File: config.mk
export PLATFORM = sky130hd
export DESIGN_NAME = lut_coeff_access_ctrl
export DESIGN_NICKNAME = d
export VERILOG_FILES = /design/src/rtl/lut_coeff_access_ctrl.sv
export SDC_FILE = /design/constraint.sdc
export NUM_CORES = 1
export LEC_CHECK = 0
export BUFFER_PORTS_ARGS = -buffer_cell sky130_fd_sc_hd__buf_4
export CORE_MARGIN = 2
export CORE_UTILIZATION = 37
export CTS_BUF_LIST = sky130_fd_sc_hd__clkbuf_4 sky130_fd_sc_hd__clkbuf_8
export CTS_CLUSTER_DIAMETER = 120
export DETAILED_ROUTE_END_ITERATION = 8
export PLACE_DENSITY = 0.88
export RECOVER_POWER = 25
export SYNTH_ARGS = -nofsm -noshare
export SYNTH_HDL_FRONTEND = slang
export SYNTH_SLANG_ARGS = --single-unit
File: constraint.sdc
create_clock -name clk -period 2.77 [get_ports clk]
set_input_delay 0.4155 -clock clk [delete_from_list [all_inputs] [get_ports clk]]
set_output_delay 0.4155 -clock clk [all_outputs]
set_load 0.05 [all_outputs]
File: src/rtl/lut_coeff_access_ctrl.sv
// Arbitration between pipeline reads and whole-table coefficient reloads on one
// single-port LUT. Reloads drain in-flight reads first and then own the RAM port.
module lut_coeff_access_ctrl #(
    parameter int unsigned DATA_WIDTH = 32,
    parameter int unsigned DEPTH      = 3584,
    parameter int unsigned ADDR_WIDTH = 12,
    parameter int unsigned RD_LATENCY = 1,
    parameter bit          INIT_VALID = 1'b1
) (
    input  logic                  clk,
    input  logic                  rst,
    input  logic                  rd_req,
    input  logic [ADDR_WIDTH-1:0] rd_addr,
    output logic                  rd_ready,
    output logic                  rd_valid,
    output logic [DATA_WIDTH-1:0] rd_data,
    input  logic                  load_start,
    input  logic                  ld_valid,
    input  logic [DATA_WIDTH-1:0] ld_data,
    output logic                  ld_ready,
    output logic                  load_done,
    output logic                  coeff_valid,
    output logic [ADDR_WIDTH-1:0] ram_address,
    output logic [DATA_WIDTH-1:0] ram_data,
    output logic                  ram_rden,
    output logic                  ram_wren,
    input  logic [DATA_WIDTH-1:0] ram_q
);

    typedef enum logic [1:0] {INVALID, READY, DRAIN, LOAD} state_t;

    localparam logic [ADDR_WIDTH-1:0] LAST_ADDR = ADDR_WIDTH'(DEPTH - 1);
    localparam state_t                RST_STATE = INIT_VALID ? READY : INVALID;

    state_t                state, state_nxt;
    logic [ADDR_WIDTH-1:0] wr_ptr;
    logic [RD_LATENCY:1]   vld_pipe;
    logic                  rd_accept;
    logic                  ld_write;
    logic                  ld_last;

    // load_start wins over a same-cycle read so the drain never has to chase a new one
    assign rd_ready  = (state == READY) && !load_start;
    assign rd_accept = rd_req && rd_ready;
    assign ld_ready  = (state == LOAD);
    assign ld_write  = ld_ready && ld_valid;
    assign ld_last   = ld_write && (wr_ptr == LAST_ADDR);
    assign rd_valid  = vld_pipe[RD_LATENCY];
    assign rd_data   = ram_q;
    assign ram_data  = ld_data;

    always_comb begin
        ram_address = rd_addr;
        ram_rden    = rd_accept;
        ram_wren    = 1'b0;
        if (state == LOAD) begin
            ram_address = wr_ptr;
            ram_rden    = 1'b0;
            ram_wren    = ld_valid;
        end
    end

    always_comb begin
        state_nxt = state;
        case (state)
            INVALID: if (load_start)        state_nxt = LOAD;
            READY:   if (load_start)        state_nxt = DRAIN;
            DRAIN:   if (vld_pipe == '0)    state_nxt = LOAD;
            LOAD:    if (ld_last)           state_nxt = READY;
            default:                        state_nxt = RST_STATE;
        endcase
    end

    always_ff @(posedge clk) begin
        if (!rst) begin
            state       <= RST_STATE;
            wr_ptr      <= '0;
            vld_pipe    <= '0;
            load_done   <= 1'b0;
            coeff_valid <= INIT_VALID;
        end else begin
            state       <= state_nxt;
            vld_pipe[1] <= rd_accept;
            for (int i = 2; i <= int'(RD_LATENCY); i++)
                vld_pipe[i] <= vld_pipe[i-1];
            if (ld_write)
                wr_ptr <= ld_last ? '0 : wr_ptr + 1'b1;
            load_done <= ld_last;
            if (ld_last)
                coeff_valid <= 1'b1;
            else if (state == READY && load_start)
                coeff_valid <= 1'b0;
        end
    end

endmodule

==> results.toml <==
[logic_synthesis]
synth_ff_type = "dfxtp_1"
yosysTopAreaCell = "buf_4"
yosysWarnings = 0
synth_top_area_share_pct = 35.0
synthesis.area_mm2 = 0.00139
ys_types = 28
synth_cells = 161
synth-edff-count = 0
syn_area_per_cell_um2 = 8.66
ys_ff_latch = 17
syn_nets = 243
yosys-top-cells-count = "buf_4 (65), dfxtp_1 (17), nor2_1 (11), mux2_2 (10), xnor2_1 (9)"
synth_most_common_cell = "buf_4"
synth_area_leaders = "buf_4 (35%), dfxtp_1 (24%), mux2_2 (8.1%)"
synth.yosys.seq_area_share_pct = 24.4
async_flop_share_pct = 0

[global_route]
grt_max_degree = 16
grt_pass1_vias = 753
grt_usage_pct = 11.1
grt-ovfl-total = 0
grt_pass1_wl_mm = 3.56
grt_antenna_before_repair = 0

[timing]
rsz0062_at_grt = "false"
finalMaxSlewViolations = 0
finalCriticalPeriod_ns = 2.12
setup_viol = 0
tightest_slew_ns = 0.618
fin_crit_sh_pct = 76.5
fin_skew_ns = 0.00512
slew_headroom_pct = 58.7
fmax_mhz = 472
finalWorstSetupSlack_ns = 0.651
hold_viol_final = 0
tns_ns = 0
worst_hold_slack_ns = 0.394

[power_and_ir_drop]
ir_drop_uv = 289
p_total_mw = 0.609
p_leak_nw = 0.530
p_per_area_mw_per_mm2 = 483

[cells_and_area]
areaGrowthSynthToFinish_pct = -9.52
fin_util_pct = 34.7
num-nets-final = 216
instances_no_fill = 181
fin_area_mm2 = 0.00126
drive_above_1_share_pct = 41.4
fillers = 363
diodes = 0

[cts]
clk_latency_ns = 0.25
cts.sinks = 17
cts_tree = "yes"
post_cts_buffers = 0
cts_buffers = 3
cts_buffer_depth = 2
cts_root_buf = "clkbuf_8"
h-tree-depth = 1
ctsResizeCount = 0
cts.clk_slew.worst_paths_ns = 0.07
cts_hold_buf = 0

[placement]
gp_congestion = 0.711
place_area_mm2 = 0.00121
port_buffers = 35
hpwlAfterDp_mm = 1.89
dp_slack_ns = 0.877
dp.cells = 177

[die]
io_pins = 164
die_h_um = 65.4
start_util_pct = 38.4
coreArea_mm2 = 0.00363
die_w_um = 65.4
dieArea_mm2 = 0.00427
rows = 22

[drt]
dr.pass1.iters = 4
drc_errors = 0
drt-vias-per-instance = 4.92
drt_iter0_markers = 12
ant_nets = 0
drt-total-wl_mm = 2.46
vias = 890
routedWlPerCell_um = 13.6

[min_path]
hold_path_class = "in2reg"

[critical_path]
start_kind = "flop"
arrival_ns = 1.70
crit_path_max_fanout = 15
path_class = "reg2out"
required_ns = 2.35
end_kind = "output port"

[flow_run]
cap_violations = 0

[run_status]
status = "complete, no violations"
-- cells by family after synthesis --
kind of cell	after synthesis	synth area share, %
AOI/OAI and AO/OA	7	2.87
xor gates and xnor gates	10	6.28
adders and majority gates	1	0.898
buffers and inverters	71	37.3
DFF	17	24.4
muxes	10	8.08
and+or+nand+nor	45	20.2
-- critical path, stage by stage (launching register included) --
cell and delay (ns):
dfxtp_1 0.36, nand2_1 0.49, mux2_2 0.41, buf_4 0.19
-- layout by cell type (no fill, tap or decap), types with 2 or more instances in the layout --
cell type	Yosys	layout
and2_1	4	4
xnor2_1	9	9
buf_4	65	35
nand3_1	6	6
dfxtp_1	17	17
nor3_1	4	4
nor4_2	3	3
inv_1	4	4
nand2_1	7	7
nor2_1	11	11
nand4_1	2	2
mux2_2	10	10
o21ai_0	4	4
clkbuf_8	0	3
-- sequential cells by signal (all words and copies together) (netlist names) --
register / cells
coeff_valid: 1
load_done: 1
rd_valid: 1
state: 2
wr_ptr: 12
-- layout make-up --
cell class              instances  area [µm²]  area share [%]
clock buffers                   4        48.8            3.87
inverters                       4        15.0            1.19
multi-input cells              73         534            42.4
flip-flops and latches         17         340            27.0
well taps                      48        60.1            4.76
repair buffers                 35         263            20.8
-- per-layer routing --
layer	share of wire, %	global-route usage [%]
met5	0	0
met1	39	11.1
met4	8.0	12.0
met2	43	17.6
met3	10	3.08
-- worst paths after layout --
check | start | endpoint | slack (ns) | cells after the start
setup / recovery | state[1] | ram_address[1] | 0.65 | 3
hold / removal | rd_req | rd_valid | 0.39 | 2
setup reg to reg | wr_ptr[1] | wr_ptr[0] | 0.91 | 5
hold reg to reg | coeff_valid | coeff_valid | 0.46 | 1
-- where the power goes --
group / leakage, nW / total, mW / internal (mW) / switching (mW)
clock: 0.0262 / 0.194 / 0.112 / 0.0819
sequential: 0.138 / 0.255 / 0.250 / 0.00564
combinational: 0.366 / 0.160 / 0.0570 / 0.103
No activity file was read; power rests on OpenSTA's default activity.
